==> src/rtl/frame_sequencer_pkg.sv <==
// Shared definitions for the frame sequencer slice.
// Holds the pixel and word widths, the default frame geometry and the
// 3-bit state encoding. Also holds a small helper for sizing counters.
package frame_sequencer_pkg;

  localparam int PIXEL_SIZE = 24;  // packed RGB, 8 bits per channel
  localparam int WORD_SIZE  = 8;   // one colour channel

  localparam int DEFAULT_FRAME_WIDTH  = 550;
  localparam int DEFAULT_FRAME_HEIGHT = 480;

  typedef enum logic [2:0] {
    ST_IDLE   = 3'd0,
    ST_VBLANK = 3'd1,
    ST_ACTIVE = 3'd2,
    ST_HBLANK = 3'd3,
    ST_FLUSH  = 3'd4,
    ST_DONE   = 3'd5
  } state_t;

  // Largest of three values; used to size the shared phase timer.
  function automatic int max3(input int a, input int b, input int c);
    int m;
    m = (a > b) ? a : b;
    return (m > c) ? m : c;
  endfunction

endpackage

==> src/rtl/frame_sequencer_if.sv <==
// Valid/ready RGB pixel stream between a pixel source and the sequencer.
//   in_valid : source has a pixel (master -> slave)
//   in_data  : RGB pixel (master -> slave)
//   in_ready : sequencer accepts the pixel this cycle (slave -> master)
interface frame_sequencer_if #(
  parameter int DW = frame_sequencer_pkg::PIXEL_SIZE
);
  logic          in_valid;
  logic          in_ready;
  logic [DW-1:0] in_data;

  modport master (output in_valid, output in_data, input in_ready);
  modport slave  (input in_valid, input in_data, output in_ready);
endinterface

==> src/rtl/frame_sequencer_coord_counter.sv <==
// Raster x/y counter.
//   clk, reset_n : clock, asynchronous active-low reset
//   clr          : synchronous clear to (0,0), has priority over en
//   en           : advance one position
//   x, y         : current column / row
//   last_col     : x is at WIDTH-1
//   last_row     : y is at HEIGHT-1
// x wraps WIDTH-1 -> 0 and bumps y; y wraps HEIGHT-1 -> 0.
module frame_sequencer_coord_counter #(
  parameter int CW     = 16,
  parameter int WIDTH  = 550,
  parameter int HEIGHT = 480
) (
  input  logic          clk,
  input  logic          reset_n,
  input  logic          clr,
  input  logic          en,
  output logic [CW-1:0] x,
  output logic [CW-1:0] y,
  output logic          last_col,
  output logic          last_row
);

  localparam logic [CW-1:0] X_LAST = CW'(WIDTH - 1);
  localparam logic [CW-1:0] Y_LAST = CW'(HEIGHT - 1);

  logic [CW-1:0] x_reg;
  logic [CW-1:0] y_reg;

  always_ff @(posedge clk or negedge reset_n) begin
    if (!reset_n) begin
      x_reg <= '0;
      y_reg <= '0;
    end else if (clr) begin
      x_reg <= '0;
      y_reg <= '0;
    end else if (en) begin
      if (last_col) begin
        x_reg <= '0;
        y_reg <= last_row ? '0 : y_reg + 1'b1;
      end else begin
        x_reg <= x_reg + 1'b1;
      end
    end
  end

  assign x        = x_reg;
  assign y        = y_reg;
  assign last_col = (x_reg == X_LAST);
  assign last_row = (y_reg == Y_LAST);

endmodule

==> src/rtl/frame_sequencer.sv <==
// Front-end controller for the pixel pipeline.
// Accepts a valid/ready RGB stream, drives pix_en/hsync/vsync/pix_data,
// inserts vertical and horizontal blanking, flushes the row buffers with
// zero pixels at end of frame, and tags the pipeline output with
// out_valid/out_x/out_y so capture logic needs no latency knowledge.
//   clk, reset_n     : clock, asynchronous active-low reset
//   start            : begin one frame when idle
//   src              : pixel stream (slave side)
//   pix_en, pix_data : pipeline advance enable and pixel
//   hsync, vsync     : new-row / new-frame pulses
//   out_valid        : pipeline output is a real frame pixel
//   out_x, out_y     : coordinate of that output pixel
//   busy             : not idle
//   frame_done       : one-cycle pulse after the flush
//   frame_count      : completed frames, wrapping
module frame_sequencer
  import frame_sequencer_pkg::*;
#(
  parameter int FRAME_WIDTH  = DEFAULT_FRAME_WIDTH,
  parameter int FRAME_HEIGHT = DEFAULT_FRAME_HEIGHT,
  parameter int HBLANK       = 4,
  parameter int VBLANK       = 2,
  parameter int PIPE_LATENCY = 2 * DEFAULT_FRAME_WIDTH + 2,
  parameter int CW           = 16
) (
  input  logic                  clk,
  input  logic                  reset_n,
  input  logic                  start,
  frame_sequencer_if.slave      src,
  output logic                  pix_en,
  output logic                  hsync,
  output logic                  vsync,
  output logic [PIXEL_SIZE-1:0] pix_data,
  output logic                  out_valid,
  output logic [CW-1:0]         out_x,
  output logic [CW-1:0]         out_y,
  output logic                  busy,
  output logic                  frame_done,
  output logic [CW-1:0]         frame_count
);

  localparam int TW = $clog2(max3(VBLANK, HBLANK, PIPE_LATENCY) + 1);
  localparam int EW = $clog2(PIPE_LATENCY + 1);

  state_t          state_reg, state_next;
  logic [TW-1:0]   timer_reg;
  logic [EW-1:0]   enc_reg;
  logic            hsync_reg, vsync_reg, busy_reg, frame_done_reg;
  logic [CW-1:0]   frame_count_reg;

  logic            frame_start;
  logic            xfer;
  logic [CW-1:0]   col, row;
  logic            last_col, last_row;
  logic            out_last_col, out_last_row;

  assign frame_start = (state_reg == ST_IDLE) && start;
  assign xfer        = (state_reg == ST_ACTIVE) && src.in_valid;

  // Input raster position: advances on every accepted pixel.
  frame_sequencer_coord_counter #(
    .CW(CW), .WIDTH(FRAME_WIDTH), .HEIGHT(FRAME_HEIGHT)
  ) u_in_coord (
    .clk(clk), .reset_n(reset_n), .clr(frame_start), .en(xfer),
    .x(col), .y(row), .last_col(last_col), .last_row(last_row)
  );

  // Output raster position: advances on every aligned output pixel.
  frame_sequencer_coord_counter #(
    .CW(CW), .WIDTH(FRAME_WIDTH), .HEIGHT(FRAME_HEIGHT)
  ) u_out_coord (
    .clk(clk), .reset_n(reset_n), .clr(frame_start), .en(out_valid),
    .x(out_x), .y(out_y), .last_col(out_last_col), .last_row(out_last_row)
  );

  // The sequencer only needs the input counter's flags and the output
  // counter's position; the remaining counter outputs are left idle.
  logic unused_coord_bits;
  assign unused_coord_bits = &{1'b0, col, row, out_last_col, out_last_row};

  // State and counter registers.
  always_ff @(posedge clk or negedge reset_n) begin
    if (!reset_n) begin
      state_reg       <= ST_IDLE;
      timer_reg       <= '0;
      enc_reg         <= '0;
      hsync_reg       <= 1'b0;
      vsync_reg       <= 1'b0;
      busy_reg        <= 1'b0;
      frame_done_reg  <= 1'b0;
      frame_count_reg <= '0;
    end else begin
      state_reg <= state_next;

      // Phase timer restarts on every state change and only runs in the
      // fixed-length states.
      if (state_next != state_reg || state_reg == ST_ACTIVE || state_reg == ST_IDLE)
        timer_reg <= '0;
      else
        timer_reg <= timer_reg + 1'b1;

      // Enabled-cycle count since frame start; saturates once the
      // pipeline is full so out_valid stays up from then on.
      if (frame_start)
        enc_reg <= '0;
      else if (pix_en && enc_reg != EW'(PIPE_LATENCY))
        enc_reg <= enc_reg + 1'b1;

      // Sync pulses are registered on the entry edge so they cover the
      // first cycle of the blanking interval.
      vsync_reg      <= frame_start;
      hsync_reg      <= (state_reg == ST_ACTIVE) && (state_next == ST_HBLANK);
      frame_done_reg <= (state_next == ST_DONE);
      busy_reg       <= (state_next != ST_IDLE);

      if (state_reg == ST_DONE)
        frame_count_reg <= frame_count_reg + 1'b1;
    end
  end

  // Next-state logic.
  always_comb begin
    state_next = state_reg;
    case (state_reg)
      ST_IDLE:   if (start) state_next = ST_VBLANK;
      ST_VBLANK: if (timer_reg == TW'(VBLANK - 1)) state_next = ST_ACTIVE;
      ST_ACTIVE: if (xfer && last_col) state_next = last_row ? ST_FLUSH : ST_HBLANK;
      ST_HBLANK: if (timer_reg == TW'(HBLANK - 1)) state_next = ST_ACTIVE;
      ST_FLUSH:  if (timer_reg == TW'(PIPE_LATENCY - 1)) state_next = ST_DONE;
      ST_DONE:   state_next = ST_IDLE;
      default:   state_next = ST_IDLE;
    endcase
  end

  // Combinational outputs.
  always_comb begin
    src.in_ready = (state_reg == ST_ACTIVE);
    pix_en       = xfer || (state_reg == ST_FLUSH);
    pix_data     = xfer ? src.in_data : '0;
    out_valid    = pix_en && (enc_reg == EW'(PIPE_LATENCY));
  end

  assign hsync       = hsync_reg;
  assign vsync       = vsync_reg;
  assign busy        = busy_reg;
  assign frame_done  = frame_done_reg;
  assign frame_count = frame_count_reg;

endmodule

==> src/flat_wrapper.sv <==
// flat-port wrapper written by rule: the top's interface ports become plain ports
module frame_sequencer_flat import frame_sequencer_pkg::*;
#(
  parameter int FRAME_WIDTH  = DEFAULT_FRAME_WIDTH,
  parameter int FRAME_HEIGHT = DEFAULT_FRAME_HEIGHT,
  parameter int HBLANK       = 4,
  parameter int VBLANK       = 2,
  parameter int PIPE_LATENCY = 2 * DEFAULT_FRAME_WIDTH + 2,
  parameter int CW           = 16
)
  (clk, reset_n, start, pix_en, hsync, vsync, pix_data, out_valid, out_x, out_y, busy, frame_done, frame_count, src_in_valid, src_in_data, src_in_ready);
  frame_sequencer_if src_i ();
  input  logic clk;
  input  logic reset_n;
  input  logic start;
  output logic pix_en;
  output logic hsync;
  output logic vsync;
  output logic [PIXEL_SIZE-1:0] pix_data;
  output logic out_valid;
  output logic [CW-1:0] out_x;
  output logic [CW-1:0] out_y;
  output logic busy;
  output logic frame_done;
  output logic [CW-1:0] frame_count;
  input wire logic [$bits(src_i.in_valid)-1:0] src_in_valid;
  input wire logic [$bits(src_i.in_data)-1:0] src_in_data;
  output wire logic [$bits(src_i.in_ready)-1:0] src_in_ready;
  assign src_i.in_valid = src_in_valid;
  assign src_i.in_data = src_in_data;
  assign src_in_ready = src_i.in_ready;
  frame_sequencer #(.FRAME_WIDTH(FRAME_WIDTH), .FRAME_HEIGHT(FRAME_HEIGHT), .HBLANK(HBLANK), .VBLANK(VBLANK), .PIPE_LATENCY(PIPE_LATENCY), .CW(CW)) u_core (.clk(clk), .reset_n(reset_n), .start(start), .src(src_i), .pix_en(pix_en), .hsync(hsync), .vsync(vsync), .pix_data(pix_data), .out_valid(out_valid), .out_x(out_x), .out_y(out_y), .busy(busy), .frame_done(frame_done), .frame_count(frame_count));
endmodule
==> config.mk <==
export PLATFORM = sky130hd
export DESIGN_NAME = frame_sequencer_flat
export DESIGN_NICKNAME = d
export VERILOG_FILES = /design/src/rtl/frame_sequencer_pkg.sv /design/src/rtl/frame_sequencer_if.sv /design/src/rtl/frame_sequencer_coord_counter.sv /design/src/rtl/frame_sequencer.sv /design/src/flat_wrapper.sv
export SDC_FILE = /design/constraint.sdc
export NUM_CORES = 1
export LEC_CHECK = 0
export ABC_AREA = 0
export CAP_MARGIN = 40
export CORE_ASPECT_RATIO = 2
export CORE_MARGIN = 3
export CORE_UTILIZATION = 55
export DETAILED_ROUTE_END_ITERATION = 8
export PLACE_DENSITY = 0.92
export RECOVER_POWER = 50
export SLEW_MARGIN = 20
export SYNTH_ARGS = -nofsm -noshare
export SYNTH_HDL_FRONTEND = slang
export SYNTH_SLANG_ARGS = --single-unit
==> constraint.sdc <==
create_clock -name clk -period 4.3 [get_ports clk]
set_clock_uncertainty 0.2 [all_clocks]
set_input_delay 0.86 -clock clk [delete_from_list [all_inputs] [get_ports clk]]
set_output_delay 0.86 -clock clk [all_outputs]
set_load 0.01 [all_outputs]
==> results.sh <==
export IMPL_fp_coreArea_sq_um=10540
export IMPL_worst_slack_ps=475.1
export IMPL_drc=0
export IMPL_first_pass_iters=5
export IMPL_synth_top_family_by_area="simple AND/OR/NAND/NOR gates"
export IMPL_rsz0062_at_grt="false"
export IMPL_total_power_mw=2.406
export IMPL_routabilityCongestion=0.9317
export IMPL_violations="capacitance limit, slew limit"
export IMPL_synth_compound_area_share_pct=12.18
export IMPL_path_buf_inv=4
export IMPL_period_share_pct=88.95
export IMPL_ys_seq_area_share_pct=45.56
export IMPL_hold_worst_slack_ps=281.2
export IMPL_final_area_sq_um=7483
export IMPL_io_pins=107
export IMPL_cts_made_buffers=9
export IMPL_postSynthNetCount=700
export IMPL_switchingPower_uw=691.6
export IMPL_synthMuxAreaShare_pct=0.6688
export IMPL_outcome="finished, violations left"
export IMPL_setup_viol=0
export IMPL_end_kind="primary output"
export IMPL_synthArstFlopShare_pct=100.0
export IMPL_internal_power_mw=1.715
export IMPL_drive_above_1_share_pct=4.540
export IMPL_max_slew_worst_pin_slew_ps=2806
export IMPL_cp_top_family="buffers and inverters"
export IMPL_synth_simple_area_share_pct=30.11
export IMPL_critical_path_class="in2out"
export IMPL_synthCells=661
export IMPL_whs_endpoint="u_core.frame_count[15]"
export IMPL_switching_share_pct=28.74
export IMPL_ys_seq_elements=109
export IMPL_synth_edff_count=0
export IMPL_clk_pin_slew_ps=70
export IMPL_crit_arrival_ps=2760
export IMPL_start_util_pct=56.78
export IMPL_hold_buffers=0
export IMPL_combPwrFrac_pct=19.5
export IMPL_wire_per_inst_um=17.54
export IMPL_antenna_left=0
export IMPL_cts_tree="done"
export IMPL_layoutNonFillerInstCount=908
export IMPL_syn_avg_cell_area_sq_um=9.057
export IMPL_p_per_area_nw_per_um2=321.5
export IMPL_r2r_start="u_core.u_in_coord.x[1]"
export IMPL_vdd_drop_max_v=0.0002404
export IMPL_r2r_end="u_core.u_in_coord.y[8]"
export IMPL_grt_overflow=0
export IMPL_cp_max_fo=9
export IMPL_place_ws_ps=516.0
export IMPL_track_usage_pct=26.96
export IMPL_clockPowerShare_pct=31.1
export IMPL_synthFlopType="dfrtp_1"
export IMPL_fmax_ghz=0.2614
export IMPL_critPathSlowestCell="clkdlybuf4s50_1"
export IMPL_clk_latency_ps=350
export IMPL_die_w_um=79.78
export IMPL_setup_tns_ps=0
export IMPL_power_leakage_nw=3.153
export IMPL_clk_path_buf_depth=2
export IMPL_diodes=0
export IMPL_maxSlewViolCount=54
export IMPL_areaGrowthSynthToFinish_pct=24.99
export IMPL_start_kind="primary input"
export IMPL_drtIter0Drc=397
export IMPL_grt_max_degree=57
export IMPL_synth_distinct_cells=51
export IMPL_die_area_sq_um=12250
export IMPL_cp_required_ps=3240
export IMPL_antenna_found_initial=0
export IMPL_port_buffers=106
export IMPL_postLayoutCoreUtil_pct=70.97
export IMPL_critical_path_cell_chain="clkdlybuf4s50_1, nand3b_1, a21o_1, clkinv_1, nand2_1, inv_1, clkdlybuf4s50_1"
export IMPL_max_cap_violations=1
export IMPL_grt_pass1_vias=5713
export IMPL_min_path_type="reg2reg"
export IMPL_via_per_inst=6.174
export IMPL_r2r_setup_slack_ps=1300
export IMPL_timing_slew_headroom_pct=-87.09
export IMPL_syn_cell_area_sq_um=5987
export IMPL_die_h_um=153.6
export IMPL_vias=5606
export IMPL_cts_root_buffer="clkbuf_16"
export IMPL_max_stage_delay_ps=580
export IMPL_hold_depth=1
export IMPL_hpwl_um=11670
export IMPL_cts_htree_levels=3
export IMPL_synth_xor_area_share_pct=5.998
export IMPL_hold_viol=0
export IMPL_grt_pass1_wl_um=26730
export IMPL_synth_adder_area_share_pct=2.299
export IMPL_wirelength_um=15920
export IMPL_postCtsResizedCells=0
export IMPL_power_share_sequential_pct=49.4
export IMPL_rr_worst_depth=7
export IMPL_period_needed_ps=3825
export IMPL_hold_start="u_core.frame_count[15]"
export IMPL_cts_setup_buffers=0
export IMPL_place_area_sq_um=7228
export IMPL_std_cell_rows=53
export IMPL_cp_common_cell="clkdlybuf4s50_1"
export IMPL_layout_nets=807
export IMPL_yosys_warnings=0
export IMPL_post_place_cells=894
export IMPL_clock_sinks=109
==> per-layer routing <==
metal	GRT usage (%)	vias up	share of wire, %
met4	12.89	0	3.1
li1	-	2618	-
met3	2.521	46	3.2
met1	30.32	2741	37
met5	0	-	0
met2	49.58	201	57
==> power groups by stage <==
stage / sequential (mW) / combinational [mW] / clock [mW]
2_1_floorplan: 1.17 / 0.275 / 0
3_3_place_gp: 1.20 / 0.447 / 0
3_5_place_dp: 1.20 / 0.465 / 0
4_1_cts: 1.18 / 0.472 / 0.759
5_1_grt: 1.20 / 0.523 / 0.791
6_report: 1.19 / 0.469 / 0.748
==> worst register-to-register path, delay by kind of cell (launching register included) <==
| family | cells | cell delay, ps |
|---|---|---|
| AO/OA/AOI/OAI | 1 | 160 |
| adder cells (fa/ha/maj) | 1 | 130 |
| buffers and inverters | 1 | 90 |
| flip-flops | 1 | 420 |
| AND/OR/NAND/NOR | 4 | 1920 |
==> placed cells by master, fill, tap and decap left out, types with 5 or more instances in the layout <==
cell type        synthesis  layout
a21o_1                   7       7
a21oi_1                 14      14
a31oi_1                  9       9
and2_1                  28      28
and3_1                  15      15
buf_4                    0      11
clkbuf_16                0       9
clkdlybuf4s50_1          0      83
dfrtp_1                109     109
dlygate4sd3_1            0      22
ha_1                    11      11
inv_1                   24      24
nand2_1                 61      61
nand3_1                 32      32
nand4_1                 29      29
nor2_1                  54      54
nor3_1                  36      35
nor3b_1                  6       6
nor4_1                  17      17
nor4b_1                  5       5
o21ai_0                 49      49
o31ai_1                 17      17
o41ai_1                  6       6
or3_1                   12      12
or4_1                   12      12
xnor2_1                 25      25
xor2_1                  16      16
==> area by class of cell <==
class,instances,area (sq um)
multi-input cells,505,3074
fillers,775,3060
flip-flops and latches,109,2728
repair buffers,118,1157
clock buffers,13,250.2
well taps,137,171.4
inverters,25,93.84
clock inverters,1,8.758
==> logic make-up (layout without fill, tap and decap cells) <==
kind of cell               after synthesis  in the layout
AOI/OAI and AO/OA                      118            118
xor gates and xnor gates                41             41
adders and majority gates               11             11
buffers and inverters                   47            157
DFF                                    109            109
muxes                                    4              4
and+or+nand+nor                        331            331
==> worst max path at each step <==
stage	end	startpoint	cells past startpoint
after detailed placement	out_valid	src_in_valid	7
after global routing	out_valid	src_in_valid	7
after CTS	out_valid	src_in_valid	7
after global placement	out_valid	src_in_valid	7
final	out_valid	src_in_valid	7
after floorplan	pix_data[10]	src_in_valid	5
==> synthesized netlist by cell type, types with 12 or more instances <==
master    instances  area share (%)
and2_1           28             2.9
nor4_1           17             1.8
o21ai_0          49             4.1
clkbuf_1         15            0.94
or3_1            12             1.3
xor2_1           16             2.3
nand3_1          32             2.7
xnor2_1          25             3.7
o31ai_1          17             2.1
nand2_1          61             3.8
dfrtp_1         109              46
a21oi_1          14             1.2
nor2_1           54             3.4
nor3_1           36             3.0
nand4_1          29             3.0
and3_1           15             1.6
or4_1            12             1.5
inv_1            24             1.5
Power figures use the tool's default switching activity.
